`src/rtl/cpu_pkg.sv`:
```
// Shared definitions for the CPU control path: opcodes, ALU encodings,
// decoded instruction classes and the sequencer state encoding.
package cpu_pkg;

    localparam logic [4:0] OP_NOP  = 5'b00000;
    localparam logic [4:0] OP_LDI  = 5'b00001;
    localparam logic [4:0] OP_ADD  = 5'b00010;
    localparam logic [4:0] OP_SUB  = 5'b00011;
    localparam logic [4:0] OP_AND  = 5'b00100;
    localparam logic [4:0] OP_OR   = 5'b00101;
    localparam logic [4:0] OP_JMP  = 5'b00110;
    localparam logic [4:0] OP_JZ   = 5'b00111;
    localparam logic [4:0] OP_HALT = 5'b01000;

    localparam logic [2:0] ALU_NONE = 3'b000;
    localparam logic [2:0] ALU_ADD  = 3'b010;
    localparam logic [2:0] ALU_SUB  = 3'b011;
    localparam logic [2:0] ALU_AND  = 3'b100;
    localparam logic [2:0] ALU_OR   = 3'b101;

    typedef enum logic [2:0] {
        CL_NOP, CL_LDI, CL_ALU, CL_JMP, CL_JZ, CL_HALT, CL_ILL
    } op_class_t;

    typedef enum logic [2:0] {
        S_IDLE, S_FETCH, S_DECODE, S_EXEC, S_WB, S_HALT, S_ERR
    } state_t;

endpackage

```
`src/rtl/cpu_decode.sv`:
```
// Combinational instruction decode: register-file/ALU fields and the
// instruction class the sequencer branches on.
module cpu_decode
    import cpu_pkg::*;
(
    input  logic [15:0] ir,
    output logic [2:0]  alu_op,
    output logic [2:0]  rd_sel,
    output logic [2:0]  rs_sel,
    output logic [7:0]  imm,
    output logic        src_imm,
    output op_class_t   op_class
);

    assign rd_sel  = ir[10:8];
    assign rs_sel  = ir[7:5];
    assign imm     = ir[7:0];
    assign src_imm = (op_class == CL_LDI);

    always_comb begin
        alu_op   = ALU_NONE;
        op_class = CL_ILL;
        case (ir[15:11])
            OP_NOP:  op_class = CL_NOP;
            OP_LDI:  op_class = CL_LDI;
            OP_ADD:  begin op_class = CL_ALU; alu_op = ALU_ADD; end
            OP_SUB:  begin op_class = CL_ALU; alu_op = ALU_SUB; end
            OP_AND:  begin op_class = CL_ALU; alu_op = ALU_AND; end
            OP_OR:   begin op_class = CL_ALU; alu_op = ALU_OR;  end
            OP_JMP:  op_class = CL_JMP;
            OP_JZ:   op_class = CL_JZ;
            OP_HALT: op_class = CL_HALT;
            default: op_class = CL_ILL;
        endcase
    end

endmodule

```
`src/rtl/cpu_ctrl_seq.sv`:
```
// Multicycle control sequencer: owns PC and IR, fetches over the RAM
// handshake and strobes register-file / flag writes.
//
// state    | meaning
// ---------+-----------------------------------------------------------
// S_IDLE   | waiting for en_in at an instruction boundary
// S_FETCH  | en_ram_in high, waiting for en_ram_out (bounded by TIMEOUT)
// S_DECODE | IR valid, illegal opcodes flagged
// S_EXEC   | branches resolved, pc updated for non-writing instructions
// S_WB     | register write (and flag write for ALU ops), pc+1
// S_HALT   | HALT executed, terminal until rst
// S_ERR    | fetch timed out, terminal until rst
module cpu_ctrl_seq
    import cpu_pkg::*;
#(
    parameter int ADDR_W  = 16,
    parameter int TIMEOUT = 15
) (
    input  logic              clk,
    input  logic              rst,
    input  logic              en_in,
    input  logic              en_ram_out,
    input  logic [15:0]       ins,
    input  logic              zero,
    output logic              en_ram_in,
    output logic [ADDR_W-1:0] addr,
    output logic [2:0]        alu_op,
    output logic [2:0]        rd_sel,
    output logic [2:0]        rs_sel,
    output logic [7:0]        imm,
    output logic              src_imm,
    output logic              reg_we,
    output logic              flag_we,
    output logic              halted,
    output logic              err,
    output logic              illegal
);

    localparam int CNT_W = $clog2(TIMEOUT);

    state_t            state, state_nxt, boundary;
    op_class_t         op_class;
    logic [ADDR_W-1:0] pc, pc_nxt, pc_inc, pc_jmp;
    logic [15:0]       ir;
    logic [CNT_W-1:0]  cnt, cnt_nxt;
    logic              ir_load;

    cpu_decode u_decode (
        .ir       (ir),
        .alu_op   (alu_op),
        .rd_sel   (rd_sel),
        .rs_sel   (rs_sel),
        .imm      (imm),
        .src_imm  (src_imm),
        .op_class (op_class)
    );

    assign pc_inc   = pc + ADDR_W'(1);
    assign pc_jmp   = ADDR_W'(imm);
    assign boundary = en_in ? S_FETCH : S_IDLE;
    assign addr     = pc;
    assign halted   = (state == S_HALT) || (state == S_ERR);
    assign err      = (state == S_ERR);

    always_ff @(posedge clk or posedge rst) begin
        if (rst) begin
            state <= S_IDLE;
            pc    <= '0;
            ir    <= '0;
            cnt   <= '0;
        end else begin
            state <= state_nxt;
            pc    <= pc_nxt;
            cnt   <= cnt_nxt;
            if (ir_load) ir <= ins;
        end
    end

    always_comb begin
        state_nxt = state;
        pc_nxt    = pc;
        cnt_nxt   = cnt;
        ir_load   = 1'b0;
        en_ram_in = 1'b0;
        reg_we    = 1'b0;
        flag_we   = 1'b0;
        illegal   = 1'b0;
        case (state)
            S_IDLE: if (en_in) state_nxt = S_FETCH;
            S_FETCH: begin
                en_ram_in = 1'b1;
                if (en_ram_out) begin
                    ir_load   = 1'b1;
                    cnt_nxt   = '0;
                    state_nxt = S_DECODE;
                end else if (cnt == CNT_W'(TIMEOUT - 1)) begin
                    state_nxt = S_ERR;
                end else begin
                    cnt_nxt = cnt + CNT_W'(1);
                end
            end
            S_DECODE: begin
                illegal   = (op_class == CL_ILL);
                state_nxt = S_EXEC;
            end
            S_EXEC: begin
                case (op_class)
                    CL_LDI, CL_ALU: state_nxt = S_WB;
                    CL_JMP: begin pc_nxt = pc_jmp; state_nxt = boundary; end
                    CL_JZ: begin
                        pc_nxt    = zero ? pc_jmp : pc_inc;
                        state_nxt = boundary;
                    end
                    CL_HALT: state_nxt = S_HALT;
                    default: begin pc_nxt = pc_inc; state_nxt = boundary; end
                endcase
            end
            S_WB: begin
                reg_we    = 1'b1;
                flag_we   = (op_class == CL_ALU);
                pc_nxt    = pc_inc;
                state_nxt = boundary;
            end
            S_HALT, S_ERR: state_nxt = state;
            default: state_nxt = S_IDLE;
        endcase
    end

endmodule
```
`config.mk`:
```
export PLATFORM = sky130hd
export DESIGN_NAME = cpu_ctrl_seq
export DESIGN_NICKNAME = d
export VERILOG_FILES = /design/src/rtl/cpu_pkg.sv /design/src/rtl/cpu_decode.sv /design/src/rtl/cpu_ctrl_seq.sv
export SDC_FILE = /design/constraint.sdc
export NUM_CORES = 1
export LEC_CHECK = 0
export CORE_UTILIZATION = 48
export CTS_CLUSTER_DIAMETER = 120
export DETAILED_ROUTE_END_ITERATION = 16
export PLACE_DENSITY = 0.8
export SLEW_MARGIN = 0
export SYNTH_ARGS = -nofsm -noshare
export SYNTH_HDL_FRONTEND = slang
export SYNTH_SLANG_ARGS = --single-unit
```
`constraint.sdc`:
```
create_clock -name clk -period 2.1 [get_ports clk]
set_input_delay 0.525 -clock clk [delete_from_list [all_inputs] [get_ports clk]]
set_output_delay 0.525 -clock clk [all_outputs]
set_load 0.05 [all_outputs]
```
# Yosys cells after proc, flatten, opt, wreduce, memory -nomap -nowiden
# Index checks and enable logic that the tools add are counted.
# totals
regBits,39
input_bits,21
wordCells,62
# op_classes
n_eq_ne,25
bitwise_logic,1
add_sub_neg,2
muxes,19
n_reduce_logical,11
# ops
operator,n
$pmux 16 s3,1
$pmux 3 s6,2
$pmux 16 s2,1
$eq 5x3->1 const B,4
$eq 3x3->1 const B,6
$add 16x1->16 const B,1
$mux 16,1
$eq 3x2->1 const B,4
$pmux 3 s4,1
$eq 5x2->1 const B,2
$mux 3,3
$mux 4,2
$mux 1,7
$eq 3x1->1 const B,2
$ne 2x2->1 const B,3
$pmux 3 s2,1
$eq 5x1->1 const B,1
$eq 5x4->1 const B,1
$logic_not 5->1,1
$add 4x1->4 const B,1
$eq 4x4->1 const B,1
$reduce_and 2->1,2
$reduce_or 2->1,2
$reduce_or 4->1,1
7 further kinds,7

# Logic depth before layout (Yosys ltp)
# logic_depth
depth_word,7
ltp_mapped,8
ltp_nobuf,6

# Modules after synthesis
# From an unflattened synthesis, not the netlist that was laid out.
# hier_totals
cells_unflattened,234
hier_area_um2,2306.0
# by_module_without_submodules
module,area_per_inst_um2,cells_per_inst,instances
cpu_ctrl_seq,2062.0,202,1
cpu_decode,244.0,32,1

# Worst setup path before layout
# OpenSTA, ideal clock, no wires.
# synth_path
kind,register -> output
from,register ir[12]
to,output port flag_we
path_buffers,1
slack_ps,-786
t_arrival_ps,2361
path_stages_with_launch,5
cell_sequence,dfrtp_1 > clkbuf_1 > nand2b_1 > nor3_1 > o21a_1
# synth_between
elab_chain_cells,5
word_cells_on_any_way,13
# synth_rtl
item,line,source
"start, declared",cpu_ctrl_seq.sv:44,logic [15:0] ir;
"start signal, assigned",cpu_ctrl_seq.sv:75,if (ir_load) ir <= ins;
$eq 5x2->1 or $eq 5x3->1 (tied branches),cpu_decode.sv:23,case (ir[15:11])
$reduce_or 4->1 (no line),n/a,
$pmux 3 s6 *,cpu_decode.sv:23,
$eq 3x2->1 *,cpu_ctrl_seq.sv:120,flag_we = (op_class == CL_ALU);
$mux 1 *,cpu_ctrl_seq.sv:88,case (state)
"end, declared",cpu_ctrl_seq.sv:33,"output logic flag_we,"
# Every way passes the cells marked *; elsewhere a longest branch is shown, timed or not.

# Worst setup path in the final report
# layout_path
from,register ir[13]
to,output port flag_we
# Same word-level chain as after synthesis.

==> results.txt <==
Status: finished, final reports clean
Hold_buf cts: 0
PortBufs: 60
Rel. slew slack: 66.11%
Non-filler instance count after layout: 346
Pin count of the biggest net entering global routing: 40
Hold Slack: 0.5150 ns
Vias per cell: 5.769
Clk_lat worst skew: 0.29 ns
Initial antenna violation count: 0
WL/cell: 14.40 um
Startpoint Class: flop
Clk sinks: 39
Vias post-DR: 1,996
Die H: 69.95 um
Routed Antenna Nets: 0
Die area: 0.004892 mm2
Syn Nets: 258
H-tree depth: 2
Synth area leaders: dfrtp_1 44%, mux2_2 8.1%, buf_4 4.7%
TritonCTS clock tree: yes
Setup CP Type: reg -> out
Worst hold path type: reg -> reg
Placeable core area: 0.004384 mm2
Fin crit share: 98.25%
First-pass DRT Iterations: 4
Post-synth EDFFs: 0
Total congestion overflow: 0
Seq/Total Area, Yosys: 44.04%
Post-Place Cells: 333
R2r worst-path depth: 6
Root buf cell: clkbuf_8
CP required: 1.57 ns
Fmax: 484.7 MHz
Worst EP arrival: 1.54 ns
Synthesized area: 0.002216 mm2
Min Tclk post-route: 2.063 ns
Top Ports: 61
TritonCTS buffer count: 5
Slew Viols, Final: 0
Chip width: 69.95 um
Clock buffer depth: 2
DRC violations left: 0
RD Place Congestion: 0.7867
Final Setup Violations: 0
# diodes: 0
RSZ-0062 raised after global routing: true
Clock slew at reported path FFs: 0.07 ns
Area leader, netlist: dfrtp_1
Detailed-route wire length: 4981 um
Num rows: 24
Initial core utilization: 50.54%
First-pass GRT wire length: 8687 um
Max-cap violations: 0
Syn Area/Cell: 9.470 um2
Hold Fails Final Rpt: 0
Synthesis Warnings: 0
Layout cell share with drive strength beyond 1: 25.51%
CP Capture Type: output pin
Cells after Synth: 234
Post-synthesis register bit count: 39
Drt first-iter violations: 120
Final net count: 317
Area Growth Syn to Fin: 40.03%
Cell depth of the worst hold path: 1
Max FO, Critical Path: 10
HPWL Detailed: 3589 um
Gr usage total: 21.98%
Vias in the first global route: 1,964
Post-Route Skew: 0.003575 ns
Top cell type's share of synthesized area: 44.04%
Post-synth ARST share: 100.0%
Worst slew pin tran: 0.5068 ns
Main synth FF type: dfrtp_1
Yosys cell types: 46
==> layout by cell type (no fill, tap or decap), types with 4 or more instances in the layout <==
cell type,count
a21oi_1,18
o21ai_0,13
dfrtp_2,5
clkdlybuf4s50_1,40
buf_12,10
dfrtp_1,34
or3_1,4
clkbuf_8,7
buf_4,24
nand3_1,9
nand2_1,15
nor2_1,18
o31ai_1,6
mux2_2,16
inv_1,7
nand2b_1,5
or4_1,6
o22a_1,5
==> path summary, 6_finish.rpt <==
path	startpoint	slack, ns	to
max	ir[13]	0.04	flag_we
min	ir[10]	0.52	ir[10]
max reg2reg	ir[12]	0.13	addr[0]
min reg2reg	ir[10]	0.52	ir[10]
max in group asynchronous	rst	1.07	ir[13]
min in group asynchronous	rst	0.66	ir[9]
==> what timing repair did <==
item / CTS / global route
resized for setup: 4 / 10
endpoints found under the hold margin: 0 / 0
buffers inserted: 1 / 4
setup endpoints to repair: 2 / 8
pin swaps: 0 / 2
==> final cells by class <==
cell class / count / area [um2]
tap: 52 / 65.06
clock buffer: 8 / 100.1
sequential: 39 / 982.2
fill: 342 / 1281
inverter: 8 / 32.53
multi-input combinational: 162 / 1105
timing repair buffer: 77 / 818.3
==> metal layers <==
layer  wire length, um  vias to the layer above  global-route usage, %
met2              2504                       43                  37.61
li1                  -                      964                      -
met1              2181                      978                  27.10
met4                94                        0                  8.222
met5                 0                        -                      0
met3               201                       11                  4.762
==> synthesized netlist by cell type (5+ instances only) <==
cell type and count:
or4_1 6, nor3_1 6, inv_1 7, buf_4 14, nand2b_1 5, nand2_1 15, nor2_1 19, mux2_2 16
clkbuf_1 6, nand3_1 9, dfrtp_1 39, o22a_1 5, o31ai_1 6, o21ai_0 13, a21oi_1 20
==> through the flow <==
stage                     utilization, %  worst slack (ns)  cell area, um2  setup TNS (ns)
final                              70.78           0.03668            3103               0
after floorplan                        -           -0.3221            2243         -0.3860
after global placement             66.67            0.1456            2923               0
after global routing               70.78          -0.03368            3103        -0.04929
after CTS                          69.46          0.001708            3045               0
after detailed placement           66.67           0.05667            2923               0
==> kinds of logic after synthesis <==
logic type | share of synthesized area [%]
AOI/OAI and AO/OA | 17.11
xor gates and xnor gates | 0.3953
adders and majority gates | 1.694
buffers and inverters | 8.526
DFF | 44.04
muxes | 9.034
and+or+nand+nor | 19.20
==> sequential cells by signal (all words and copies together), names as in the netlist <==
name,count
addr,16
ir,16
cnt,4
state,3
==> critical path, stage by stage (launching register included) <==
cell      delay (ns)
dfrtp_2         0.48
nand2b_1        0.22
nor3_4          0.21
o21a_1          0.19
buf_12          0.15
Power is left out: the tool's default activity adds up to more than one toggle a clock period on the data nets, which glitch-free logic cannot reach.
